## src/rtl/fnn_seq_ctrl.sv

```systemverilog
// Control sequencer for the two-layer fixed-point FNN datapath: walks hidden and
// output layers by group/chunk/beat per sample, with start/done, memory stalls and abort.
module fnn_seq_ctrl #(
    parameter int BEATS       = 4,
    parameter int HID_CHUNKS  = 8,
    parameter int HID_GROUPS  = 4,
    parameter int OUT_CHUNKS  = 4,
    parameter int OUT_GROUPS  = 2,
    parameter int NUM_SAMPLES = 750,
    localparam int CMAX = (HID_CHUNKS > OUT_CHUNKS) ? HID_CHUNKS : OUT_CHUNKS,
    localparam int GMAX = (HID_GROUPS > OUT_GROUPS) ? HID_GROUPS : OUT_GROUPS,
    localparam int BW   = (BEATS > 1) ? $clog2(BEATS) : 1,
    localparam int CW   = (CMAX > 1) ? $clog2(CMAX) : 1,
    localparam int GW   = (GMAX > 1) ? $clog2(GMAX) : 1,
    localparam int SW   = (NUM_SAMPLES > 1) ? $clog2(NUM_SAMPLES) : 1
) (
    input  logic          clk,
    input  logic          rst,
    input  logic          start_i,
    input  logic          abort_i,
    input  logic          mem_valid_i,
    output logic          busy_o,
    output logic          done_o,
    output logic          mem_read_o,
    output logic          layer_sel_o,
    output logic          acc_en_o,
    output logic          acc_clr_o,
    output logic          grp_ld_o,
    output logic          hid_ld_o,
    output logic          out_valid_o,
    output logic [BW-1:0] beat_idx_o,
    output logic [CW-1:0] chunk_idx_o,
    output logic [GW-1:0] group_idx_o,
    output logic [SW-1:0] sample_idx_o
);

    typedef enum logic [2:0] {
        IDLE, HID_CALC, HID_LATCH, OUT_CALC, SAMPLE_NEXT, DONE
    } state_e;

    localparam logic [BW-1:0] BEAT_LAST      = BW'(BEATS - 1);
    localparam logic [CW-1:0] HID_CHUNK_LAST = CW'(HID_CHUNKS - 1);
    localparam logic [CW-1:0] OUT_CHUNK_LAST = CW'(OUT_CHUNKS - 1);
    localparam logic [GW-1:0] HID_GROUP_LAST = GW'(HID_GROUPS - 1);
    localparam logic [GW-1:0] OUT_GROUP_LAST = GW'(OUT_GROUPS - 1);
    localparam logic [SW-1:0] SAMPLE_LAST    = SW'(NUM_SAMPLES - 1);

    state_e        state_q, state_d;
    logic [BW-1:0] beat_q, beat_d;
    logic [CW-1:0] chunk_q, chunk_d;
    logic [GW-1:0] group_q, group_d;
    logic [SW-1:0] sample_q, sample_d;

    logic calc, layer_out, beat_wrap, chunk_wrap, group_wrap;

    assign calc       = (state_q == HID_CALC) || (state_q == OUT_CALC);
    assign layer_out  = (state_q == OUT_CALC);
    assign beat_wrap  = (beat_q == BEAT_LAST);
    assign chunk_wrap = (chunk_q == (layer_out ? OUT_CHUNK_LAST : HID_CHUNK_LAST));
    assign group_wrap = (group_q == (layer_out ? OUT_GROUP_LAST : HID_GROUP_LAST));

    always_ff @(posedge clk or posedge rst) begin
        if (rst) begin
            state_q  <= IDLE;
            beat_q   <= '0;
            chunk_q  <= '0;
            group_q  <= '0;
            sample_q <= '0;
        end else begin
            state_q  <= state_d;
            beat_q   <= beat_d;
            chunk_q  <= chunk_d;
            group_q  <= group_d;
            sample_q <= sample_d;
        end
    end

    always_comb begin
        // NOTE: every next-state variable defaults to its hold value first, so no path infers a latch.
        state_d  = state_q;
        beat_d   = beat_q;
        chunk_d  = chunk_q;
        group_d  = group_q;
        sample_d = sample_q;

        if (abort_i) begin
            state_d  = IDLE;
            beat_d   = '0;
            chunk_d  = '0;
            group_d  = '0;
            sample_d = '0;
        end else begin
            unique case (state_q)
                IDLE: begin
                    if (start_i) begin
                        state_d  = HID_CALC;
                        beat_d   = '0;
                        chunk_d  = '0;
                        group_d  = '0;
                        sample_d = '0;
                    end
                end
                HID_CALC, OUT_CALC: begin
                    // Nested beat -> chunk -> group rollover, advancing only on valid memory words.
                    if (mem_valid_i) begin
                        if (!beat_wrap) begin
                            beat_d = beat_q + 1'b1;
                        end else begin
                            beat_d = '0;
                            if (!chunk_wrap) begin
                                chunk_d = chunk_q + 1'b1;
                            end else begin
                                chunk_d = '0;
                                if (!group_wrap) begin
                                    group_d = group_q + 1'b1;
                                end else begin
                                    group_d = '0;
                                    state_d = layer_out ? SAMPLE_NEXT : HID_LATCH;
                                end
                            end
                        end
                    end
                end
                HID_LATCH: begin
                    beat_d  = '0;
                    chunk_d = '0;
                    group_d = '0;
                    state_d = OUT_CALC;
                end
                SAMPLE_NEXT: begin
                    beat_d  = '0;
                    chunk_d = '0;
                    group_d = '0;
                    if (sample_q == SAMPLE_LAST) begin
                        state_d = DONE;
                    end else begin
                        sample_d = sample_q + 1'b1;
                        state_d  = HID_CALC;
                    end
                end
                DONE:    state_d = IDLE;
                default: state_d = IDLE;
            endcase
        end
    end

    // Moore decode; only acc_en and grp_ld see mem_valid combinationally.
    assign busy_o       = (state_q != IDLE);
    assign done_o       = (state_q == DONE);
    assign mem_read_o   = calc;
    assign layer_sel_o  = layer_out;
    assign acc_en_o     = calc & mem_valid_i;
    assign acc_clr_o    = (state_q == HID_LATCH) || (state_q == SAMPLE_NEXT);
    assign grp_ld_o     = calc & mem_valid_i & beat_wrap & chunk_wrap;
    assign hid_ld_o     = (state_q == HID_LATCH);
    assign out_valid_o  = (state_q == SAMPLE_NEXT);
    assign beat_idx_o   = beat_q;
    assign chunk_idx_o  = chunk_q;
    assign group_idx_o  = group_q;
    assign sample_idx_o = sample_q;

endmodule

```

## config.mk

```make
export PLATFORM = sky130hd
export DESIGN_NAME = fnn_seq_ctrl
export DESIGN_NICKNAME = d
export VERILOG_FILES = /design/src/rtl/fnn_seq_ctrl.sv
export SDC_FILE = /design/constraint.sdc
export NUM_CORES = 1
export LEC_CHECK = 0
export CAP_MARGIN = 20
export CORE_MARGIN = 2
export CORE_UTILIZATION = 52
export CTS_CLUSTER_DIAMETER = 80
export CTS_CLUSTER_SIZE = 16
export DETAILED_ROUTE_END_ITERATION = 7
export HOLD_SLACK_MARGIN = 0.12
export PLACE_DENSITY = 0.9
export SETUP_SLACK_MARGIN = 0.4
export SYNTH_ARGS = -nofsm -noshare
export SYNTH_HDL_FRONTEND = slang
export SYNTH_SLANG_ARGS = --single-unit
```

## constraint.sdc

```tcl
create_clock -name clk -period 3.7 [get_ports clk]
set_input_delay 0.74 -clock clk [delete_from_list [all_inputs] [get_ports clk]]
set_output_delay 0.74 -clock clk [all_outputs]
set_load 0.005 [all_outputs]
```

# Word-level counts from Yosys, hierarchy flattened
# Cells that the tools add are included.
# W data, S select, Z words.
[word_totals]
input_bits = 5
reg_bits = 20
wordCells = 72
[op_classes]
bitwise_logic = 3
n_reduce_logical = 13
addsub = 4
n_eq_ne = 15
n_mux = 32
[ops]
columns = ["op", "n"]
rows = [
  ["$mux W3", 14],
  ["$mux W10", 3],
  ["$mux W2", 10],
  ["$pmux W10 S2", 1],
  ["$ne A3 B3 Y1 const B", 6],
  ["$pmux W2 S3", 2],
  ["$pmux W3 S4", 1],
  ["$add A10 B1 Y10 const B", 1],
  ["$eq A10 B10 Y1 const B", 1],
  ["$reduce_and A5 Y1", 2],
  ["$pmux W3 S3", 1],
  ["$eq A3 B2 Y1 const B", 2],
  ["$eq A3 B3 Y1 const B", 2],
  ["$reduce_and A3 Y1", 2],
  ["$reduce_bool A3 Y1", 2],
  ["$add A2 B1 Y2 const B", 2],
  ["$reduce_and A4 Y1", 1],
  ["$reduce_bool A4 Y1", 1],
  ["$reduce_or A2 Y1", 2],
  ["$add A3 B1 Y3 const B", 1],
  ["$and A1 B1 Y1", 3],
  ["$eq A3 B1 Y1 const B", 1],
  ["$eq A3 B3 Y1", 1],
  ["$logic_not A3 Y1", 1],
  ["other kinds (3)", 4],
]

# Longest topological paths before layout
# Gate-level depths: netlist of the first run.
[depth]
word_depth = 9
ltp_mapped = 6

# Worst setup path after synthesis of the first run
# Ideal clock, no wire load.
[synth_path]
path_kind = "input -> output"
from = "input port mem_valid_i"
to = "output port grp_ld_o"
path_slack_ps = 1832
path_buffers = 0
t_arrival_ps = 1128
stages = 2
t_required_ps = 2960
path_cell_list = "and3_1 > and3_1"
[synth_via]
elab_chain_cells = 3
[synth_rtl]
columns = ["item", "line", "source"]
rows = [
  ["start, declared", "21", "input logic mem_valid_i,"],
  ["$and A1 B1 Y1 (3 in a row)", "154", "assign grp_ld_o = calc & mem_valid_i & beat_wrap & chunk_wrap;"],
  ["end, declared", "28", "output logic grp_ld_o,"],
]
# Every way passes these cells.

# Worst setup path in the final report of the first run
# Same ends and word-level chain as after synthesis.

==> impl_metrics.tcl, run 1 <==
set metrics [dict create \
    drtPass1Iterations 4 \
    clk_latency_ns 0.29 \
    grt_first_pass_wirelength_um 5126 \
    dominantRegCellSynth "dfrtp_1" \
    finalWeightedCongestion 0.8585 \
    synthDominantAreaCellType "dfrtp_1" \
    io_pins 31 \
    synth_seq_cells 20 \
    crit_type "in2out" \
    slew_headroom_pct 50.19 \
    grt-ovfl-total 0 \
    whs_ns 0.5244 \
    syn-num-nets 151 \
    synth_edf_count 0 \
    start_util_pct 55.52 \
    most-common-layout-cells "clkdlybuf4s50_1, dfrtp_1, nand2_1" \
    synth_area_leaders "dfrtp_1, o21ai_0, ha_1" \
    rows 17 \
    crit_arrival_ns 2.23 \
    power_density_mw_per_mm2 245.7 \
    fin_crit_sh_pct 80.18 \
    cts_buffers 3 \
    drt-initial-drc-count 27 \
    final_util_pct 71.26 \
    clkSlewWorstSetupHoldPaths_ns 0.11 \
    synth_area_per_cell_um2 8.732 \
    grt_max_degree 21 \
    post_cts_buffers 0 \
    routedWlPerCell_um 14.54 \
    die_w_um 52.83 \
    vias_per_cell 5.960 \
    final_common_cell "clkdlybuf4s50_1" \
    dpl.hpwl_um 2130 \
    final_area_mm2 0.001592 \
    drive_gt1_share_pct 4.094 \
    cts_buffer_depth 2 \
    tns_ns 0 \
    cts_tree "done" \
    fin_skew_ns 0.0008498 \
    end_kind "primary output" \
    async_flop_share_pct 100.0 \
    nNetsFinal 181 \
    htreeDepth 1 \
    synth.distinct_cells 40 \
    cap_viol_max_count 0 \
    grt_setup_unrepaired "no" \
    place_area_mm2 0.001555 \
    antenna_found_initial 0 \
    ir_drop_mv 0.2349 \
    port_buffers 30 \
    p_leak_uw 0.0006808 \
    die_h_um 52.83 \
    grt_pass1_vias 1154 \
    yosys_warnings 0 \
    hold_viol 0 \
    final-setup-viol-count 0 \
    cts_hold_buf 0 \
    worst_pin_slew_ns 0.7463 \
    root_buffer "clkbuf_4" \
    status "finished clean" \
    antenna-diode-count 0 \
    drt-total-wl_um 2894 \
    max_freq_mhz 337.1 \
    cts_resized 0 \
    finalCriticalPeriod_ns 2.967 \
    synthCells 142 \
    worstSetupStartpointType "input port" \
    coreArea_mm2 0.002233 \
    ant_nets 0 \
    ys_seq_area_share_pct 40.36 \
    netlist_area_mm2 0.001240 \
    drv_slew 0 \
    dieArea_mm2 0.002791 \
    cp.required_ns 2.96 \
    synth_top_area_share_pct 40.36 \
    grt_use_total_pct 24.64 \
    via_count 1186 \
    drc 0 \
    hp-class "reg2reg" \
    area_delta_synth_final_pct 28.36 \
    clock-sinks 20 \
    crit_path_max_fanout 7 \
]
-- cells in the mapped netlist (3+ instances only) --
master / number
dfrtp_1: 20
nand2_1: 12
nor2_1: 11
o21ai_0: 11
a21oi_1: 9
nand3_1: 7
or3_1: 7
inv_1: 6
and3_1: 5
ha_1: 4
mux2i_1: 4
nor3_1: 4
or4_1: 4
a31oi_1: 3
clkbuf_1: 3
nand2b_1: 3
-- power breakdown --
part	switching [uW]	total [uW]	leakage, uW	internal (uW)
Sequential	3.82	224	0.000277	221
Combinational	23.7	42.1	0.000383	18.3
Clock	64.7	125	0.0000210	59.9
Total	92.3	391	0.000681	299
-- metal layers --
layer  up-vias  global-route usage [%]  part of all wire (%)
met5         -                       0                     0
met4         0                   6.410                  0.28
met3         3                   4.000                   4.7
met2        33                   42.29                    51
met1       564                   32.00                    44
li1        586                       -                     -
-- cell type report --
type	count	area (um^2)
Timing Repair Buffer	30	300.3
Sequential cell	20	500.5
Tap cell	28	35.03
Clock buffer	4	36.28
Fill cell	184	641.9
Multi-Input combinational cell	111	696.9
Inverter	6	22.52
-- registers in the layout, summed over array words and instances, names as in the netlist --
name / cells
beat_idx_o: 2
chunk_idx_o: 3
group_idx_o: 2
sample_idx_o: 10
state_q: 3
-- critical path, cell delays in order --
cell and delay (ns):
clkdlybuf4s50_1 0.56, and3_1 0.26, and3_1 0.17, clkdlybuf4s50_1 0.49
-- cell families after synthesis --
logic type	synth area share (%)
compound gates	17.66
xor+xnor	2.019
fa+ha+maj	4.036
buf+inv	3.430
flops	40.36
mux	3.229
simple gates	29.26
-- path summary, 6_finish.rpt --
kind                            slack, ns                          end  cells after the start                  startpoint
worst max register to register       1.77  sample_idx_o[8]$_DFFE_PP0P_                      4      state_q[1]$_DFFE_PP0P_
worst max-delay path                 0.73                     grp_ld_o                      4                 mem_valid_i
max in group asynchronous            2.37  sample_idx_o[1]$_DFFE_PP0P_                      2                         rst
min in group asynchronous            0.86   chunk_idx_o[1]$_DFFE_PP0P_                      2                         rst
worst min-delay path                 0.52   group_idx_o[0]$_DFFE_PP0P_                      1  group_idx_o[0]$_DFFE_PP0P_
worst min register to register       0.52   group_idx_o[0]$_DFFE_PP0P_                      1  group_idx_o[0]$_DFFE_PP0P_
-- stage by stage --
step           std cells  setup slack, ns  power, uW
2_1_floorplan        142            1.832      252.2
3_3_place_gp         195           0.7584      269.1
3_5_place_dp         195           0.7508      270.6
4_1_cts              199           0.7345      396.7
5_1_grt              199           0.6397      408.8
6_report             199           0.7333      391.1
No activity file was read; power rests on OpenSTA's default activity.
==> inputs of run 2 (changes only) <==
CORE_UTILIZATION = 48   (was 52)
PLACE_DENSITY = 0.84   (was 0.9)
clock period = 2.96 ns   (was 3.7 ns; I/O delays follow)
==> impl_metrics.tcl, run 2 (synthesized netlist as in run 1, its figures left out) <==
set metrics [dict create \
    status "finished clean" \
    clkSlewWorstSetupHoldPaths_ns 0.12 \
    p_comb_share_pct 10.8 \
    reg2reg_to "sample_idx_o[6]$_DFFE_PP0P_" \
    clock-sinks 20 \
    port_buffers 30 \
    die_h_um 54.83 \
    hold_viol 0 \
    vias_per_cell 5.955 \
    grt_setup_unrepaired "no" \
    tns_ns 0 \
    switching_share_pct 24.56 \
    crit_path_cell_trace "xor2_2 > and3_1 > clkdlybuf4s50_1" \
    fin_crit_sh_pct 82.30 \
    cts_buffers 3 \
    via_count 1203 \
    rows 18 \
    power_density_mw_per_mm2 308.0 \
    finalWorstSetupSlack_ns 0.5240 \
    grt_pass1_vias 1145 \
    rr_startpoint "state_q[1]$_DFFE_PP0P_" \
    cts_tree "done" \
    dieArea_mm2 0.003006 \
    grt_max_degree 21 \
    drive_gt1_share_pct 6.977 \
    num-fill-cells 211 \
    p_leak_uw 0.0006789 \
    crit_path_max_fanout 13 \
    start_util_pct 50.51 \
    cp.required_ns 2.37 \
    pwr-share-seq_pct 56.6 \
    crit_type "reg2out" \
    reg2reg_depth 4 \
    area_delta_synth_final_pct 29.87 \
    max_stage_delay_ns 0.52 \
    routedWlPerCell_um 15.04 \
    drv_slew 0 \
    cts_buffer_depth 2 \
    drtPass1Iterations 4 \
    grt_use_total_pct 22.90 \
    drt-total-wl_um 3039 \
    post_cts_buffers 0 \
    fin_skew_ns 0.001789 \
    hp-class "reg2reg" \
    io_pins 31 \
    switchingPower_uw 121.8 \
    crit_arrival_ns 1.84 \
    antenna_found_initial 0 \
    regToRegSetupSlack_ns 1.10 \
    finalWeightedCongestion 0.8150 \
    max_freq_mhz 410.5 \
    drc 0 \
    nNetsFinal 182 \
    largest_register_ffs 10 \
    grt_first_pass_wirelength_um 5009 \
    intPower_uw 374.1 \
    pre_cts_slack_ns 0.3103 \
    most-common-layout-cells "clkdlybuf4s50_1, dfrtp_1, nand2_1" \
    clk_latency_ns 0.30 \
    finalCriticalPeriod_ns 2.436 \
    final_common_cell "clkdlybuf4s50_1" \
    ant_nets 0 \
    slew_headroom_pct 48.12 \
    final-setup-viol-count 0 \
    crit_path_start "state_q[1]$_DFFE_PP0P_" \
    htreeDepth 1 \
    crit_slowest_cell "dfrtp_2" \
    dpl.hpwl_um 2219 \
    end_kind "primary output" \
    clkPwrFrac_pct 32.6 \
    antenna-diode-count 0 \
    worst_pin_slew_ns 0.7774 \
    critPathCapture "grp_ld_o" \
    ir_drop_mv 0.2369 \
    grt-ovfl-total 0 \
    cap_viol_max_count 0 \
    root_buffer "clkbuf_4" \
    coreArea_mm2 0.002455 \
    drt-initial-drc-count 29 \
    worstSetupStartpointType "flop" \
    die_w_um 54.83 \
]
[run 2: repair_timing]
item,in CTS,in global routing
resized for setup,2,3
setup endpoints to repair,1,3
hold buffers,0,0
cloned,0,0
[run 2: layout make-up]
| type | count | area [um^2] | area share [%] |
|---|---|---|---|
| Inverter | 6 | 22.52 | 1.399 |
| Multi-Input combinational cell | 111 | 704.4 | 43.75 |
| Clock buffer | 4 | 36.28 | 2.253 |
| Sequential cell | 20 | 503.0 | 31.24 |
| Tap cell | 30 | 37.54 | 2.331 |
| Timing Repair Buffer | 31 | 306.5 | 19.04 |
[run 2: per-layer routing]
metal | track usage [%] | wire [um] | share of wire [%]
met1 | 28.18 | 1361 | 45
met2 | 39.88 | 1514 | 50
met3 | 3.552 | 140 | 4.6
met4 | 8.333 | 23 | 0.76
met5 | 0 | 0 | 0
[run 2: critical path, delay by kind of cell, from the launching register on]
| family | cells | cell delay (ns) |
|---|---|---|
| buffers and inverters | 1 | 0.50 |
| flip-flops | 1 | 0.52 |
| XOR/XNOR | 1 | 0.31 |
| AND/OR/NAND/NOR | 1 | 0.21 |
[run 2: worst min-delay path by stage]
stage / startpoint / endpoint / slack, ns / cells after the start
global route: group_idx_o[0]$_DFFE_PP0P_ / group_idx_o[0]$_DFFE_PP0P_ / 0.54 / 1
finish: group_idx_o[0]$_DFFE_PP0P_ / group_idx_o[0]$_DFFE_PP0P_ / 0.51 / 1
detailed placement: group_idx_o[0]$_DFFE_PP0P_ / group_idx_o[0]$_DFFE_PP0P_ / 0.50 / 1
floorplan: group_idx_o[0]$_DFFE_PP0P_ / group_idx_o[0]$_DFFE_PP0P_ / 0.49 / 1
CTS: group_idx_o[0]$_DFFE_PP0P_ / group_idx_o[0]$_DFFE_PP0P_ / 0.51 / 1
global placement: group_idx_o[0]$_DFFE_PP0P_ / group_idx_o[0]$_DFFE_PP0P_ / 0.49 / 1
[run 2: power groups by stage]
| stage | Sequential [uW] | Clock (uW) | Combinational (uW) |
|---|---|---|---|
| after floorplan | 283 | 0 | 32.0 |
| after global placement | 285 | 0 | 52.1 |
| after detailed placement | 286 | 0 | 53.4 |
| after CTS | 280 | 166 | 53.6 |
| after global routing | 281 | 173 | 59.4 |
| final | 281 | 162 | 53.4 |
[run 2: per-stage QoR]
step | total power, uW | utilization (%) | hold WS, ns | instances | instance area (um^2)
floorplan | 315.3 | - | 0.4874 | 142 | 1240
global placement | 337.5 | 63.76 | 0.4931 | 198 | 1565
detailed placement | 339.0 | 63.76 | 0.4972 | 198 | 1565
CTS | 499.5 | 65.39 | 0.5143 | 202 | 1605
global route | 514.0 | 65.60 | 0.5374 | 202 | 1610
finish | 496.0 | 65.60 | 0.5094 | 202 | 1610
==> inputs of run 3 (changes only) <==
clock period = 2.5 ns   (was 2.96 ns; I/O delays follow)
==> impl_metrics.tcl, run 3 (synthesized netlist as in run 1, its figures left out) <==
set metrics [dict create \
    max_stage_delay_ns 0.47 \
    hp-class "reg2reg" \
    start_util_pct 50.51 \
    critPathTopFamily "flip-flops" \
    port_buffers 30 \
    via_count 1379 \
    grt_max_degree 21 \
    cp.required_ns 2.00 \
    status "finished clean" \
    drt-initial-drc-count 34 \
    crit_path_cell_trace "buf_6 > or3_1 > dlygate4sd2_1" \
    critical_path_buf_inv_count 2 \
    root_buffer "clkbuf_4" \
    die_h_um 54.83 \
    finalWeightedCongestion 0.8198 \
    crit_path_max_fanout 7 \
    reg2reg_depth 6 \
    crit_cells 3 \
    clk_latency_ns 0.31 \
    final-setup-viol-count 0 \
    fin_skew_ns 0.005326 \
    finalWorstSetupSlack_ns 0.4284 \
    cts_tree "done" \
    dieArea_mm2 0.003006 \
    most-common-layout-cells "clkdlybuf4s50_1, buf_4, dfrtp_1" \
    crit_type "reg2out" \
    drive_gt1_share_pct 21.76 \
    cap_viol_max_count 0 \
    slew_headroom_pct 46.94 \
    ant_nets 0 \
    drc 0 \
    worstSetupStartpointType "flop" \
    hold_viol 0 \
    die_w_um 54.83 \
    nNetsFinal 203 \
    worst_pin_slew_ns 0.7951 \
    min_path_cells 1 \
    cts_buffers 3 \
    dpl.hpwl_um 2339 \
    pre_cts_slack_ns 0.1734 \
    clkSlewWorstSetupHoldPaths_ns 0.12 \
    largest_register_ffs 10 \
    grt-ovfl-total 0 \
    drv_slew 0 \
    grt_setup_unrepaired "yes" \
    antenna-diode-count 0 \
    grt_use_total_pct 27.62 \
    vias_per_cell 6.184 \
    final_common_cell "clkdlybuf4s50_1" \
    clock-sinks 20 \
    drt-total-wl_um 3705 \
    rows 18 \
    tns_ns 0 \
    finalCriticalPeriod_ns 2.072 \
    end_kind "primary output" \
    power_density_mw_per_mm2 332.5 \
    crit_slowest_cell "dfrtp_2" \
    crit_arrival_ns 1.57 \
    fin_crit_sh_pct 82.86 \
    area_delta_synth_final_pct 47.63 \
    htreeDepth 1 \
    antenna_found_initial 0 \
    cts_hold_buf 0 \
    ir_drop_mv 0.3806 \
    grt_first_pass_wirelength_um 6003 \
    p_leak_uw 0.0008825 \
    final_util_pct 74.57 \
    cts_buffer_depth 2 \
    io_pins 31 \
    coreArea_mm2 0.002455 \
    grt_pass1_vias 1344 \
    max_freq_mhz 482.7 \
    routedWlPerCell_um 16.61 \
    drtPass1Iterations 4 \
]
## run 3: changes by cell type in the layout (fill, tap and decap cells not counted), sizes merged
cell           before  now
buf                 1   22
dlygate4sd2         1    5
clkdlybuf4s50      29   21
dlymetal6s2s        0    4
## run 3: path summary, 6_finish.rpt
check	startpoint	endpoint	slack [ns]
worst min register to register	group_idx_o[0]$_DFFE_PP0P_	group_idx_o[0]$_DFFE_PP0P_	0.55
worst min-delay path	group_idx_o[0]$_DFFE_PP0P_	group_idx_o[0]$_DFFE_PP0P_	0.55
max in group asynchronous	rst	state_q[0]$_DFFE_PP0P_	1.32
worst max register to register	state_q[2]$_DFFE_PP0P_	group_idx_o[1]$_DFFE_PP0P_	0.48
worst max-delay path	state_q[1]$_DFFE_PP0P_	busy_o	0.43
min in group asynchronous	rst	group_idx_o[1]$_DFFE_PP0P_	0.63
## run 3: area by class of cell
class	instances	area (um^2)
Inverter	6	22.52
Clock buffer	4	36.28
Multi-Input combinational cell	111	749.5
Tap cell	30	37.54
Timing Repair Buffer	52	480.5
Sequential cell	20	504.2
Fill cell	176	624.3
## run 3: where the power goes
| group | leakage [uW] | switching [uW] | internal (uW) |
|---|---|---|---|
| sequential | 0.000273 | 4.65 | 327 |
| combinational | 0.000589 | 43.5 | 37.8 |
| clock | 0.0000210 | 107 | 89.1 |
| total | 0.000883 | 155 | 454 |
## run 3: repair_timing
action	4_1_cts	5_1_grt
pin swaps	1	2
buffers inserted	12	7
cloned	0	0
resized for setup	16	12
endpoints found under the setup margin	9	6
## run 3: stage by stage
step                total power [uW]  std cells  hold WS [ns]  area [um^2]
finish                         608.6        223        0.5492         1831
floorplan                      373.3        142        0.4638         1240
CTS                            603.0        216        0.5229         1738
detailed placement             403.7        200        0.5013         1580
global placement               401.0        200        0.4943         1580
global route                   635.4        223        0.5587         1831
## run 3: per-layer routing
metal | share of wire (%) | GRT usage [%]
met5 | 0 | 0
met3 | 5.6 | 4.372
met2 | 51 | 48.61
met1 | 42 | 31.13
met4 | 2.0 | 15.83
